<file path="src/rtl/vga_scan_generator.sv">
// vga_scan_generator: VGA timing with 2x-scaled 320x240 frame-buffer addressing
// and a sync/enable pipeline matched to the frame-buffer read latency.
module vga_scan_generator #(
   parameter int H_ACTIVE = 640,
   parameter int H_FP     = 16,
   parameter int H_SYNC   = 96,
   parameter int H_BP     = 48,
   parameter int V_ACTIVE = 480,
   parameter int V_FP     = 10,
   parameter int V_SYNC   = 2,
   parameter int V_BP     = 33,
   parameter int PIPE_LAT = 2
) (
   input  logic        clk,
   input  logic        rst_n,
   output logic [16:0] pixel_address,
   input  logic [3:0]  vga_in,
   output logic [3:0]  color_out,
   output logic        hsync_n,
   output logic        vsync_n,
   output logic        de,
   output logic        frame_start
);
   localparam int H_TOTAL = H_ACTIVE + H_FP + H_SYNC + H_BP;
   localparam int V_TOTAL = V_ACTIVE + V_FP + V_SYNC + V_BP;
   localparam int HW = $clog2(H_TOTAL);
   localparam int VW = $clog2(V_TOTAL);
   localparam logic [HW-1:0] H_MAX  = HW'(H_TOTAL - 1);
   localparam logic [HW-1:0] H_ACT  = HW'(H_ACTIVE);
   localparam logic [HW-1:0] HS_BEG = HW'(H_ACTIVE + H_FP);
   localparam logic [HW-1:0] HS_END = HW'(H_ACTIVE + H_FP + H_SYNC);
   localparam logic [VW-1:0] V_MAX  = VW'(V_TOTAL - 1);
   localparam logic [VW-1:0] V_ACT  = VW'(V_ACTIVE);
   localparam logic [VW-1:0] VS_BEG = VW'(V_ACTIVE + V_FP);
   localparam logic [VW-1:0] VS_END = VW'(V_ACTIVE + V_FP + V_SYNC);
   localparam logic [16:0]   ROW_STEP = 17'(H_ACTIVE / 2);

   logic [HW-1:0]       h, h_nxt;
   logic [VW-1:0]       v, v_nxt;
   logic [16:0]         row_base, row_nxt, addr_nxt;
   logic                h_wrap, hs_raw, vs_raw, act_raw;
   logic [PIPE_LAT-1:0] hs_d, vs_d, act_d;

   // Address is computed from the next counter values so the registered
   // pixel_address always matches the (h,v) the counters hold in that cycle.
   always_comb begin
      h_wrap   = h == H_MAX;
      h_nxt    = h_wrap ? '0 : h + 1'b1;
      v_nxt    = !h_wrap ? v : (v == V_MAX) ? '0 : v + 1'b1;
      row_nxt  = (v_nxt == '0) ? '0 :
                 (h_wrap && !v_nxt[0] && v_nxt < V_ACT) ? row_base + ROW_STEP : row_base;
      addr_nxt = (h_nxt < H_ACT && v_nxt < V_ACT) ? row_nxt + 17'(h_nxt[HW-1:1]) : '0;
      hs_raw   = !(h >= HS_BEG && h < HS_END);
      vs_raw   = !(v >= VS_BEG && v < VS_END);
      act_raw  = h < H_ACT && v < V_ACT;
   end

   always_ff @(posedge clk or negedge rst_n) begin
      if (!rst_n) begin
         h             <= '0;
         v             <= '0;
         row_base      <= '0;
         pixel_address <= '0;
         frame_start   <= 1'b0;
         hs_d          <= '1;
         vs_d          <= '1;
         act_d         <= '0;
         hsync_n       <= 1'b1;
         vsync_n       <= 1'b1;
         de            <= 1'b0;
         color_out     <= '0;
      end else begin
         h             <= h_nxt;
         v             <= v_nxt;
         row_base      <= row_nxt;
         pixel_address <= addr_nxt;
         frame_start   <= h_wrap && v == V_MAX;
         hs_d[0]       <= hs_raw;
         vs_d[0]       <= vs_raw;
         act_d[0]      <= act_raw;
         for (int i = 1; i < PIPE_LAT; i++) begin
            hs_d[i]  <= hs_d[i-1];
            vs_d[i]  <= vs_d[i-1];
            act_d[i] <= act_d[i-1];
         end
         hsync_n       <= hs_d[PIPE_LAT-1];
         vsync_n       <= vs_d[PIPE_LAT-1];
         de            <= act_d[PIPE_LAT-1];
         color_out     <= act_d[PIPE_LAT-1] ? vga_in : 4'h0;
      end
   end
endmodule

</file>
<file path="config.mk">
export PLATFORM = sky130hd
export DESIGN_NAME = vga_scan_generator
export DESIGN_NICKNAME = d
export VERILOG_FILES = /design/src/rtl/vga_scan_generator.sv
export SDC_FILE = /design/constraint.sdc
export NUM_CORES = 1
export LEC_CHECK = 0
export CORE_UTILIZATION = 62
export CTS_CLUSTER_SIZE = 12
export DETAILED_ROUTE_END_ITERATION = 12
export PLACE_DENSITY = 0.88
export SETUP_SLACK_MARGIN = 0.3
export SKIP_LAST_GASP = 1
export SYNTH_ARGS = -nofsm -noshare
export SYNTH_HDL_FRONTEND = slang
export SYNTH_SLANG_ARGS = --single-unit
</file>
<file path="constraint.sdc">
create_clock -name clk -period 8.62 [get_ports clk]
set_input_delay 1.293 -clock clk [delete_from_list [all_inputs] [get_ports clk]]
set_output_delay 1.293 -clock clk [all_outputs]
set_load 0.01 [all_outputs]
</file>
# Yosys cells after proc, flatten, opt, wreduce, memory -nomap -nowiden
# Cells that the tools add are included.
# word_totals
inputBits	6
word_cells	44
regBits	68
# op_classes
n_reduce_logical	11
eq_ne	2
n_addsub	4
muxes	7
order_cmp	8
# op_table
cell	n
2-to-1 mux 17 bit	3
less-than comparator 10 bit (second input constant)	3
less-than comparator 10 x 9 -> 1 bit (second input constant)	3
2-to-1 mux 10 bit	3
adder 10 x 1 -> 10 bit (second input constant)	2
== test 10 bit (second input constant)	2
adder 17 x 9 -> 17 bit	1
adder 17 x 9 -> 17 bit (second input constant)	1
greater-or-equal comparator 10 bit (second input constant)	1
greater-or-equal comparator 10 x 9 -> 1 bit (second input constant)	1
logical NOT 10 bit	1
logical AND 1 bit	7
2-to-1 mux 4 bit	1
logical NOT 1 bit	3

# Longest topological paths before layout
# Gate-level depths: netlist (run 1).
# depth
word_depth	10
depth_mapped	21
mapped_depth_nobuf	19

# Worst setup path after synthesis (run 1)
# OpenSTA, ideal clock, no wires.
# synth_timing
path_kind	register -> register
from	register v[0]
to	register pixel_address[15]
t_required_ns	8.493
n_path_buf	2
arrival_ns	4.605
setup_slack_ns	3.888
period_less_slack_ns	4.732
stages_incl_launch_ff	21
cell_sequence	dfrtp_1 clkbuf_1 inv_1 ha_1 nor4bb_1 nand3_1 a21oi_1 o22ai_1 nor4_4 clkbuf_1 nor2b_1 ha_1 nand3_1 o211ai_1 o21ai_0 nand2b_1 a21oi_1 o21ai_0 nand4_1 and4bb_1 mux2_1
# synth_via
elab_chain_cells	10
word_cells_on_any_way	14
cone_classes	2 x add/sub; 1 x order compare; 1 x eq/ne; 5 x mux; 5 x reduce/logical
# synth_rtl
item	line_no	text
from (decl)	39	logic [VW-1:0] v, v_nxt;
from (signal assigned)	74	v <= v_nxt;
adder 10 x 1 -> 10 bit or == test 10 bit (tied branches)	49	v_nxt = !h_wrap ? v : (v == V_MAX) ? '0 : v + 1'b1;
2-to-1 mux 10 bit	49	
2-to-1 mux 10 bit (*)	49	
branches (longest 4 deep; another with less-than comparator 10 x 9 -> 1 bit)	-	
2-to-1 mux 17 bit (*)	50	row_nxt = (v_nxt == '0) ? '0 :
named net row_nxt[3]	40	logic [16:0] row_base, row_nxt, addr_nxt;
adder 17 x 9 -> 17 bit (*)	52	addr_nxt = (h_nxt < H_ACT && v_nxt < V_ACT) ? row_nxt + 17'(h_nxt[HW-1:1]) : '0;
2-to-1 mux 17 bit (*)	52	
named net addr_nxt[15]	40	
to (signal assigned)	76	pixel_address <= addr_nxt;
to (decl)	16	output logic [16:0] pixel_address,
# Mark *: on every way through the listed nets, which the timed path passes.

# Worst setup path in the final report (run 1)
# layout_timing
from	register h[0]
to	register pixel_address[15]
# layout_via
elab_chain_cells	9
word_cells_on_any_way	15
cone_classes	2 x add/sub; 2 x order compare; 1 x eq/ne; 5 x mux; 5 x reduce/logical
# layout_rtl
item	line_no	text
from (decl)	38	logic [HW-1:0] h, h_nxt;
from (signal assigned)	73	h <= h_nxt;
== test 10 bit (*)	47	h_wrap = h == H_MAX;
branches (longest 5 deep; another with less-than comparator 10 x 9 -> 1 bit)	-	
2-to-1 mux 17 bit (*)	50	
named net row_nxt[1]	40	
adder 17 x 9 -> 17 bit (*)	52	
2-to-1 mux 17 bit (*)	52	
named net addr_nxt[15]	40	
# Marks and branches as above.

==> out/qor.csv, run 1 <==
metric,value,unit
final_min_period_over_clock_period,0.6756,
rsz0062_at_grt,no,
synth_fp_nets,358,
yosysSeqAreaShare,0.4960,
die_h,76.55,microns
drtAntennaViolNets,0,
detail_route.vias_per_cell,6.095,
groute.usage.overall,0.2749,
yosysTopAreaCellShare,0.4503,
yosysMostFrequentCell,dfrtp_1,
count_of_distinct_cell_types_in_the_synthesized_netlist,57,
synth.ff_latch_count,68,
grt_antenna_before_repair,0,
final.setup.worst_slack,2.797,ns
ctsLongestPathBuffers,2,
syn-cell-area,3446,sq um
finClkSkew,0.01015,ns
worstSkewPairLatency,0.35,ns
rows,26,
dp_slack,3.025,ns
report.final.setup_viol,0,
syn-mean-instance-area,10.26,sq um
slew-limit-headroom,0.3042,
core_area,5238,sq um
r2r_start,h[0],
gp_congestion,0.8917,
worstPathRequired,8.84,ns
max_freq,171.7,MHz
cp-end-kind,flip-flop,
fraction_of_layout_instances_using_a_drive_strength_above_1,0.08602,
drtIter0Drc,249,
detail_route.first_pass.iterations,5,
post-synth-top-area-cell,dfrtp_1,
final_core_utilization,0.7590,
type_of_element_launching_the_critical_path,flip-flop,
overflow,0,
power.ir.vdd_worst,0.1402,mV
postSynth.topFlopCell,dfrtp_1,
hold_path.startpoint,vs_d[1],
tritoncts.num_buffers,9,
die-width,76.55,microns
initial_utilization,0.6579,
path_clk_slew,0.07,ns
route.detailed.drc,0,
synth-edff-count,0,
route.final.wire_length,7.301,mm
worstMarginPinSlew,1.036,ns
final.setup.tns,0,ns
clock_tree.root_cell,clkbuf_8,
number_of_global_route_vias_before_repair,2582,
critical_path_arrival,6.04,ns
cap_violations,0,
min_path_type,flip-flop to flip-flop,
top_level_ports,31,
power-per-cell-area,149.0,nW/um^2
synth_cells,336,
final_nets,389,
detailroute.via_count,2694,
worst_reg2reg_path_depth,17,
critPathLaunch,h[0],
flow.area_growth_from_synthesis,15.36,%
clkSinkCount,68,
finalCriticalPeriod,5.823,ns
tritoncts,built,
finalHoldViolations,0,
cts.htree.levels,3,
fillCellCount,361,
antenna_cells_inserted,0,
grt_first_pass_wirelength,12.32,mm
async_reset_ff_frac,1.000,
p_leak,1.730,nW
crit_type,flip-flop to flip-flop,
power,0.5923,mW
post_synth_main_area_contributors,"dfrtp_1, ha_1, dfstp_2, xor2_1, xnor2_1",
post_cts.resized_instances,0,
post_cts_hold_buffer_count,0,
synth.cells.most_frequent,"dfrtp_1, nor2_1, nand2_1",
avgRoutedWirePerCell,16.52,microns
cts.repair_timing.setup_buffer_count,0,
status,"complete, no violations",
total_of_warnings_raised_by_yosys,0,
min_path_cells,0,
final_max_slew_viol_count,0,
dieArea,5860,sq um
hpwlAfterDp,4.739,mm
placement.io_buffers,30,
largest_net_degree_at_the_start_of_global_routing,69,
crit_path_max_fanout,19,
==> cell usage in the layout (no fill, tap or decap), drive strengths merged, types with 3 or more instances in the layout <==
master	synthesis	layout
o2111ai	4	4
nand4	8	8
or3	4	4
o21a	3	3
buf	4	3
o31ai	5	5
or4	4	4
inv	15	15
clkdlybuf4s50	0	29
nor4	6	6
xnor2	13	13
dfstp	6	6
dfrtp	62	62
nand3	15	15
o21ai	16	16
a21oi	18	18
nor2b	9	9
and3	6	6
nand4b	3	3
nand2	20	20
clkbuf	8	14
ha	15	15
nor3	9	9
nor2	30	30
xor2	14	14
and2	7	7
nand2b	4	4
==> power breakdown <==
group	leakage, nW	switching (mW)	internal, mW
clock	0.0947	0.119	0.142
combinational	0.755	0.00705	0.00406
sequential	0.880	0.000221	0.320
total	1.73	0.126	0.466
==> cell families (layout without fill, tap and decap cells) <==
kind of cell | after synthesis | after routing | synth area share
and+or+nand+nor | 134 | 134 | 0.2175
DFF | 68 | 68 | 0.4960
AOI/OAI and AO/OA | 63 | 63 | 0.1216
xor gates and xnor gates | 27 | 27 | 0.06863
buffers and inverters | 27 | 63 | 0.03268
adders and majority gates | 16 | 16 | 0.06028
muxes | 1 | 1 | 0.003268
==> state kept, by name, indices dropped and copies added, names as in the netlist <==
| name | count |
|---|---|
| hsync_n | 1 |
| frame_start | 1 |
| vs_d | 2 |
| row_base | 17 |
| v | 10 |
| pixel_address | 17 |
| hs_d | 2 |
| vsync_n | 1 |
| color_out | 4 |
| h | 10 |
| de | 1 |
| act_d | 2 |
==> worst max-delay path, stage by stage (launching register included) <==
cell and delay [ns]:
dfrtp_1 0.40, ha_1 0.23, nand3_1 0.21, or3_1 0.64, a2111oi_0 0.45, o22ai_1 0.17, nor4_4 0.93, nor2b_1 0.23
ha_1 0.36, a21oi_1 0.08, o211ai_1 0.21, o21ai_0 0.12, nand2b_1 0.09, a21oi_1 0.09, o21ai_0 0.50, nand4_1 0.25
and4bb_1 0.37, mux2_1 0.35
==> area by class of cell <==
cell class              count  area, sq um  area share
multi-input cells         241         1624      0.4086
clock inverters             2        35.03    0.008813
inverters                  15        56.30     0.01416
flip-flops and latches     68         1709      0.4300
repair buffers             32        310.3     0.07806
clock buffers              14        152.6     0.03840
well taps                  70        87.58     0.02203
==> worst paths after layout <==
path                                endpoint  slack, ns
max                        pixel_address[15]       2.80
min                                  vsync_n       0.36
max reg2reg                pixel_address[15]       2.80
min reg2reg                          vsync_n       0.36
max in group asynchronous               v[2]       6.95
min in group asynchronous               v[5]       1.13
==> through the flow <==
stage          hold WS [ns]  cell area (sq um)  cells
6_report             0.3569               3975    442
5_1_grt              0.3655               3975    442
4_1_cts              0.3581               3975    442
3_5_place_dp         0.3418               3787    426
3_3_place_gp         0.3346               3787    426
2_1_floorplan        0.3312               3446    336
==> metal layers <==
metal / track usage / routed length [microns]
met5: 0 / 0
met2: 0.4523 / 3634
met4: 0.1288 / 195
met1: 0.3433 / 3010
met3: 0.06467 / 461
(Power assumes the default switching activity.)
==> run 2, diff against run 1 <==
--- a/config.mk
+++ b/config.mk
@@ -5,10 +5,10 @@
 export SDC_FILE = /design/constraint.sdc
 export NUM_CORES = 1
 export LEC_CHECK = 0
-export CORE_UTILIZATION = 62
+export CORE_UTILIZATION = 52
 export CTS_CLUSTER_SIZE = 12
 export DETAILED_ROUTE_END_ITERATION = 12
-export PLACE_DENSITY = 0.88
+export PLACE_DENSITY = 0.79
 export SETUP_SLACK_MARGIN = 0.3
 export SKIP_LAST_GASP = 1
 export SYNTH_ARGS = -nofsm -noshare
==> constraint.sdc (replaced) <==
create_clock -name clk -period 4.7 [get_ports clk]
set_input_delay 0.705 -clock clk [delete_from_list [all_inputs] [get_ports clk]]
set_output_delay 0.705 -clock clk [all_outputs]
set_load 0.01 [all_outputs]
==> out/qor.csv, run 2 (synthesis results as in run 1) <==
metric,value,unit,change
pwr-share-clk,0.417,,was 0.441
rsz0062_at_grt,yes,,was no
worst_r2r_endpoint,pixel_address[16],,was pixel_address[15]
avgRoutedWirePerCell,15.84,microns,was 16.52 microns
post_cts_hold_buffer_count,0,,unchanged
final.setup.tns,0,ns,unchanged
overflow,0,,unchanged
power-per-cell-area,238.3,nW/um^2,was 149.0 nW/um^2
p_leak,1.887,nW,was 1.730 nW
fraction_of_layout_instances_using_a_drive_strength_above_1,0.2400,,was 0.08602
tritoncts.num_buffers,9,,unchanged
crit_path_max_fanout,9,,was 19
cp-end-kind,flip-flop,,unchanged
report.final.setup_viol,0,,unchanged
drtIter0Drc,131,,was 249
hpwlAfterDp,4.820,mm,was 4.739 mm
r2r_start,h[7],,was h[0]
power.sequential.fraction,0.563,,was 0.541
hold_path.startpoint,hs_d[0],,was vs_d[1]
die-width,83.41,microns,was 76.55 microns
initial_utilization,0.5396,,was 0.6579
type_of_element_launching_the_critical_path,flip-flop,,unchanged
critical_path_arrival,4.55,ns,was 6.04 ns
route.detailed.drc,0,,unchanged
internal_power,0.7989,mW,was 0.4658 mW
multiInputGateArea,1802,sq um,was 1624 sq um
cts.htree.levels,3,,unchanged
status,"complete, no violations",,unchanged
critical_path.slowest_cell,or3_4,,was nor4_4
antenna_cells_inserted,0,,unchanged
crit_path_max_incr_delay,0.43,ns,was 0.93 ns
clkSinkCount,68,,unchanged
power.ir.vdd_worst,0.1954,mV,was 0.1402 mV
route.final.wire_length,7.557,mm,was 7.301 mm
setup.reg_to_reg.worst_slack,0.40,ns,was 2.80 ns
ctsLongestPathBuffers,2,,unchanged
finalCriticalPeriod,4.297,ns,was 5.823 ns
power.switching,0.2437,mW,was 0.1265 mW
largest_net_degree_at_the_start_of_global_routing,69,,unchanged
finClkSkew,0.01285,ns,was 0.01015 ns
dieArea,6956,sq um,was 5860 sq um
grt_first_pass_wirelength,12.28,mm,was 12.32 mm
cap_violations,0,,unchanged
postLayoutCellArea,4375,sq um,was 3975 sq um
clock_tree.root_cell,clkbuf_8,,unchanged
placement.io_buffers,30,,unchanged
final_cell_mix,"dfrtp_1, clkdlybuf4s50_1, nor2_1, buf_4, nand2_1",,"was dfrtp_1, nor2_1, clkdlybuf4s50_1, nand2_1, a21oi_1"
die_h,83.41,microns,was 76.55 microns
groute.usage.overall,0.2202,,was 0.2749
number_of_global_route_vias_before_repair,2658,,was 2582
flow.area_growth_from_synthesis,26.98,%,was 15.36%
fillCellCount,438,,was 361
final.setup.worst_slack,0.4031,ns,was 2.797 ns
dp_slack,0.1617,ns,was 3.025 ns
max_freq,232.7,MHz,was 171.7 MHz
min_path_cells,0,,unchanged
core_area,6386,sq um,was 5238 sq um
drtAntennaViolNets,0,,unchanged
worstMarginPinSlew,0.8382,ns,was 1.036 ns
worstSkewPairLatency,0.34,ns,was 0.35 ns
top_level_ports,31,,unchanged
whs,0.3585,ns,was 0.3569 ns
final_nets,417,,was 389
pwr-share-comb,0.019,,about the same
grt_antenna_before_repair,0,,unchanged
worst_path_bufs_invs,4,,was 0
sequential_cell_area,1712,sq um,was 1709 sq um
final_max_slew_viol_count,0,,unchanged
timing.critical_path.cells,nand4b_1 -> or3_4 -> buf_6 -> nor3_2 -> xor2_1 -> buf_4 -> nor4_4 -> buf_4 -> nor2b_2 -> ha_2 -> fa_2 -> a21o_1 -> a21oi_2 -> o21bai_1 -> a21o_1 -> a21oi_2 -> o21ai_2 -> nand3_2 -> buf_4 -> o31ai_1 -> a21oi_2,,was ha_1 -> nand3_1 -> or3_1 -> a2111oi_0 -> o22ai_1 -> nor4_4 -> nor2b_1 -> ha_1 -> a21oi_1 -> o211ai_1 -> o21ai_0 -> nand2b_1 -> a21oi_1 -> o21ai_0 -> nand4_1 -> and4bb_1 -> mux2_1
gp_congestion,0.8620,,was 0.8917
crit_type,flip-flop to flip-flop,,unchanged
dpl_cell_area,3889,sq um,was 3787 sq um
detail_route.vias_per_cell,5.841,,was 6.095
rows,29,,was 26
worst_reg2reg_path_depth,21,,was 17
registers_with_the_highest_flip_flop_counts,"pixel_address: 17 flops, row_base: 17 flops",,unchanged
finalHoldViolations,0,,unchanged
power.share.switching,0.2337,,was 0.2135
gate_family_responsible_for_the_most_delay_along_the_worst_path,simple AND/OR/NAND/NOR gates,,unchanged
worstPathRequired,4.95,ns,was 8.84 ns
path_clk_slew,0.08,ns,was 0.07 ns
min_path_type,flip-flop to flip-flop,,unchanged
detailroute.via_count,2786,,was 2694
slew-limit-headroom,0.4412,,was 0.3042
mostFrequentLayoutCell,dfrtp_1,,unchanged
final_min_period_over_clock_period,0.9142,,was 0.6756
detail_route.first_pass.iterations,4,,was 5
tritoncts,built,,unchanged
worst_hold_path.endpoint,hs_d[1],,was vsync_n
==> run 2: changes by cell type in the layout (fill, tap and decap cells not counted), sizes merged <==
cell,before,now
buf,3,31
clkbuf,14,10
bufinv,1,0
clkinvlp,0,1
clkinv,1,5
==> run 2: power by group through the flow <==
| stage | registers [mW] | clock network [mW] | logic (mW) |
|---|---|---|---|
| floorplan | 0.600 | 0 | 0.00116 |
| global placement | 0.598 | 0 | 0.0211 |
| detailed placement | 0.598 | 0 | 0.0213 |
| CTS | 0.587 | 0.441 | 0.0214 |
| global route | 0.587 | 0.469 | 0.0233 |
| finish | 0.587 | 0.435 | 0.0203 |
==> run 2: area by class of cell <==
cell class	count	share of cell area
clock inverters	6	0.009151
clock buffers	10	0.03146
repair buffers	60	0.1215
well taps	77	0.02202
flip-flops and latches	68	0.3912
multi-input cells	241	0.4118
inverters	15	0.01287
==> run 2: worst register-to-register path, delay by kind of cell, from the launching register on <==
family	cells	cell delay, ns
AND/OR/NAND/NOR	6	1.40
buffers and inverters	4	0.63
AO/OA/AOI/OAI	8	1.15
adder cells (fa/ha/maj)	2	0.54
flip-flops	1	0.42
XOR/XNOR	1	0.10
==> run 2: how the worst max path moves through the flow <==
stage / slack [ns] / end / start / depth (start not counted)
after floorplan: 0.30 / pixel_address[15] / h[5] / 20
after global placement: 0.34 / pixel_address[15] / h[0] / 16
after detailed placement: 0.16 / pixel_address[15] / h[0] / 16
after CTS: 0.31 / pixel_address[15] / h[7] / 18
after global routing: 0.18 / pixel_address[16] / h[7] / 20
final: 0.40 / pixel_address[16] / h[7] / 21
==> run 2: timing repair <==
| action | 4_1_cts | 5_1_grt |
|---|---|---|
| pin swaps | 7 | 12 |
| resized for setup | 6 | 29 |
| setup buffers | 8 | 13 |
| setup endpoints to repair | 7 | 9 |
==> run 2: per-stage QoR <==
stage,std cells,total power [mW],util
finish,477,1.043,0.6851
global route,477,1.079,0.6851
CTS,464,1.050,0.6489
detailed placement,440,0.6196,0.6089
global placement,440,0.6194,0.6089
floorplan,336,0.6007,-
==> run 2: per-layer routing <==
metal | vias to the layer above | GRT usage | share of wire
met5 | - | 0 | 0
met4 | 0 | 0.09561 | 0.017
li1 | 1310 | - | -
met2 | 87 | 0.3614 | 0.49
met3 | 14 | 0.04672 | 0.043
met1 | 1375 | 0.2817 | 0.45
==> run 3, diff against run 2 <==
--- a/config.mk
+++ b/config.mk
@@ -5,7 +5,8 @@
 export SDC_FILE = /design/constraint.sdc
 export NUM_CORES = 1
 export LEC_CHECK = 0
-export CORE_UTILIZATION = 52
+export ABC_AREA = 1
+export CORE_UTILIZATION = 53
 export CTS_CLUSTER_SIZE = 12
 export DETAILED_ROUTE_END_ITERATION = 12
 export PLACE_DENSITY = 0.79
==> out/qor.csv, run 3 <==
metric,value,unit,change
p_leak,2.154,nW,was 1.887 nW
number_of_global_route_vias_before_repair,2921,,was 2658
critical_path_arrival,4.29,ns,was 4.55 ns
ctsLongestPathBuffers,2,,unchanged
route.detailed.drc,0,,unchanged
path_clk_slew,0.07,ns,was 0.08 ns
power.share.switching,0.2362,,was 0.2337
flow.area_growth_from_synthesis,13.95,%,was 26.98%
overflow,0,,unchanged
drtIter0Drc,204,,was 131
post_synth_main_area_contributors,"dfrtp_1, nand2_1, inv_1, ha_1, nor2_1",,"was dfrtp_1, ha_1, dfstp_2, xor2_1, xnor2_1"
post-synth-top-area-cell,dfrtp_1,,unchanged
worst_r2r_endpoint,pixel_address[16],,unchanged
synth_fp_nets,488,,was 358
detail_route.vias_per_cell,5.248,,was 5.841
drtAntennaViolNets,0,,unchanged
whs,0.3501,ns,was 0.3585 ns
count_of_distinct_cell_types_in_the_synthesized_netlist,40,,was 57
grt_first_pass_wirelength,13.32,mm,was 12.28 mm
groute.usage.overall,0.2283,,was 0.2202
hpwlAfterDp,5.815,mm,was 4.820 mm
crit_path_max_incr_delay,0.44,ns,was 0.43 ns
r2r_start,h[0],,was h[7]
async_reset_ff_frac,1.000,,unchanged
yosysTopAreaCellShare,0.3959,,was 0.4503
finalHoldViolations,0,,unchanged
avgRoutedWirePerCell,13.13,microns,was 15.84 microns
registers_with_the_highest_flip_flop_counts,"pixel_address: 17 flops, row_base: 17 flops",,unchanged
pwr-share-clk,0.406,,was 0.417
dieArea,7741,sq um,was 6956 sq um
synth.ff_latch_count,68,,unchanged
max_freq,249.8,MHz,was 232.7 MHz
gp_congestion,0.9765,,was 0.8620
mostFrequentLayoutCell,nand2_1,,was dfrtp_1
final_core_utilization,0.6396,,was 0.6851
rows,30,,was 29
route.final.wire_length,7.906,mm,was 7.557 mm
cap_violations,0,,unchanged
tritoncts.num_buffers,9,,unchanged
power.ir.vdd_worst,0.1473,mV,was 0.1954 mV
worstMarginPinSlew,0.9771,ns,was 0.8382 ns
placement.io_buffers,30,,unchanged
total_of_warnings_raised_by_yosys,0,,unchanged
critical-path-top-cell-by-count,nand2_1,,
syn-mean-instance-area,8.409,sq um,was 10.26 sq um
postSynth.topFlopCell,dfrtp_1,,unchanged
die-width,87.99,microns,was 83.41 microns
internal_power,0.7818,mW,was 0.7989 mW
top_level_ports,31,,unchanged
type_of_element_launching_the_critical_path,flip-flop,,unchanged
core_area,6982,sq um,was 6386 sq um
clkSinkCount,68,,unchanged
detail_route.first_pass.iterations,4,,unchanged
yosysMostFrequentCell,nand2_1,,was dfrtp_1
syn-cell-area,3919,sq um,was 3446 sq um
synth.cells.most_frequent,"nand2_1, inv_1, dfrtp_1",,"was dfrtp_1, nor2_1, nand2_1"
critical_path.slowest_cell,fa_1,,was or3_4
fraction_of_layout_instances_using_a_drive_strength_above_1,0.1621,,was 0.2400
rsz0062_at_grt,no,,was yes
finalCriticalPeriod,4.004,ns,was 4.297 ns
detailroute.via_count,3159,,was 2786
slew-limit-headroom,0.3486,,was 0.4412
worst_path_bufs_invs,2,,was 4
final_max_slew_viol_count,0,,unchanged
antenna_cells_inserted,0,,unchanged
final_nets,523,,was 417
power.sequential.fraction,0.574,,was 0.563
min_path_cells,0,,unchanged
power-per-cell-area,229.2,nW/um^2,was 238.3 nW/um^2
synth-edff-count,0,,unchanged
setup.reg_to_reg.worst_slack,0.70,ns,was 0.40 ns
cts.htree.levels,3,,unchanged
worstSetupEndpoint,pixel_address[16],,unchanged
worstPathRequired,4.98,ns,was 4.95 ns
clock_tree.root_cell,clkbuf_8,,unchanged
critPathLaunch,h[0],,was h[7]
report.final.setup_viol,0,,unchanged
grt_antenna_before_repair,0,,unchanged
final_cell_mix,"nand2_1, inv_1, dfrtp_1, nor2_1, clkdlybuf4s50_1",,"was dfrtp_1, clkdlybuf4s50_1, nor2_1, buf_4, nand2_1"
tritoncts,built,,unchanged
synth_cells,466,,was 336
cp-end-kind,flip-flop,,unchanged
final_min_period_over_clock_period,0.8519,,was 0.9142
final.setup.tns,0,ns,unchanged
power.switching,0.2418,mW,was 0.2437 mW
path_depth,25,,was 21
initial_utilization,0.5613,,was 0.5396
yosysSeqAreaShare,0.4361,,was 0.4960
status,"complete, no violations",,unchanged
finClkSkew,0.009684,ns,was 0.01285 ns
largest_net_degree_at_the_start_of_global_routing,69,,unchanged
gate_family_responsible_for_the_most_delay_along_the_worst_path,simple AND/OR/NAND/NOR gates,,unchanged
worstSkewPairLatency,0.36,ns,was 0.34 ns
crit_type,flip-flop to flip-flop,,unchanged
min_path_type,flip-flop to flip-flop,,unchanged
pwr-share-comb,0.020,,was 0.019
die_h,87.99,microns,was 83.41 microns
worst_reg2reg_path_depth,25,,was 21
crit_path_max_fanout,13,,was 9
## run 3: metal layers
metal | vias up | track usage | part of all wire
met3 | 12 | 0.06032 | 0.042
met4 | 0 | 0.08942 | 0.016
met1 | 1509 | 0.2928 | 0.47
met5 | - | 0 | 0
li1 | 1570 | - | -
met2 | 68 | 0.3693 | 0.48
## run 3: worst reg2reg max path, delay by kind of cell (launching register included)
| kind | cells | cell delay (ns) |
|---|---|---|
| compound gates | 2 | 0.41 |
| fa+ha+maj | 3 | 0.91 |
| flops | 1 | 0.38 |
| buf+inv | 2 | 0.19 |
| simple gates | 18 | 2.07 |
## run 3: logic make-up after synthesis
logic type      share of synthesized area
xor+xnor                          0.02682
flops                              0.4361
simple gates                       0.3279
buf+inv                           0.08876
fa+ha+maj                         0.05300
compound gates                    0.06737
## run 3: per-stage QoR
step	power (mW)	worst slack, ns	cells	cell area (sq um)
CTS	1.031	0.5079	602	4449
global route	1.057	0.3029	602	4466
global placement	0.6200	0.6009	586	4282
finish	1.024	0.6961	602	4466
detailed placement	0.6205	0.5231	586	4282
floorplan	0.6008	1.253	466	3919
## run 3: worst min path at each step
| stage | startpoint | end | slack [ns] |
|---|---|---|---|
| after detailed placement | act_d[0] | act_d[1] | 0.34 |
| after global placement | act_d[0] | act_d[1] | 0.34 |
| final | act_d[0] | act_d[1] | 0.35 |
| after floorplan | act_d[0] | act_d[1] | 0.33 |
| after global routing | act_d[0] | act_d[1] | 0.36 |
| after CTS | act_d[0] | act_d[1] | 0.35 |
## run 3: power by group through the flow
stage	combinational (mW)	sequential [mW]	clock [mW]
after floorplan	0.00126	0.600	0
after global placement	0.0217	0.598	0
after detailed placement	0.0220	0.598	0
after CTS	0.0220	0.587	0.421
after global routing	0.0244	0.587	0.445
final	0.0208	0.587	0.416
## run 3: final cells by class
| class | instances | area [sq um] |
|---|---|---|
| sequential | 68 | 1709 |
| multi-input combinational | 316 | 1878 |
| timing repair buffer | 32 | 310.3 |
| inverter | 74 | 280.3 |
| tap | 96 | 120.1 |
| clock buffer | 9 | 123.9 |
| clock inverter | 7 | 43.79 |
| fill | 612 | 2516 |
## run 3: timing repair
action | in CTS | in global routing
setup endpoints to repair | 0 | 5
buffers inserted | 0 | 0
gates resized for setup | 0 | 3
hold buffers | 0 | 0
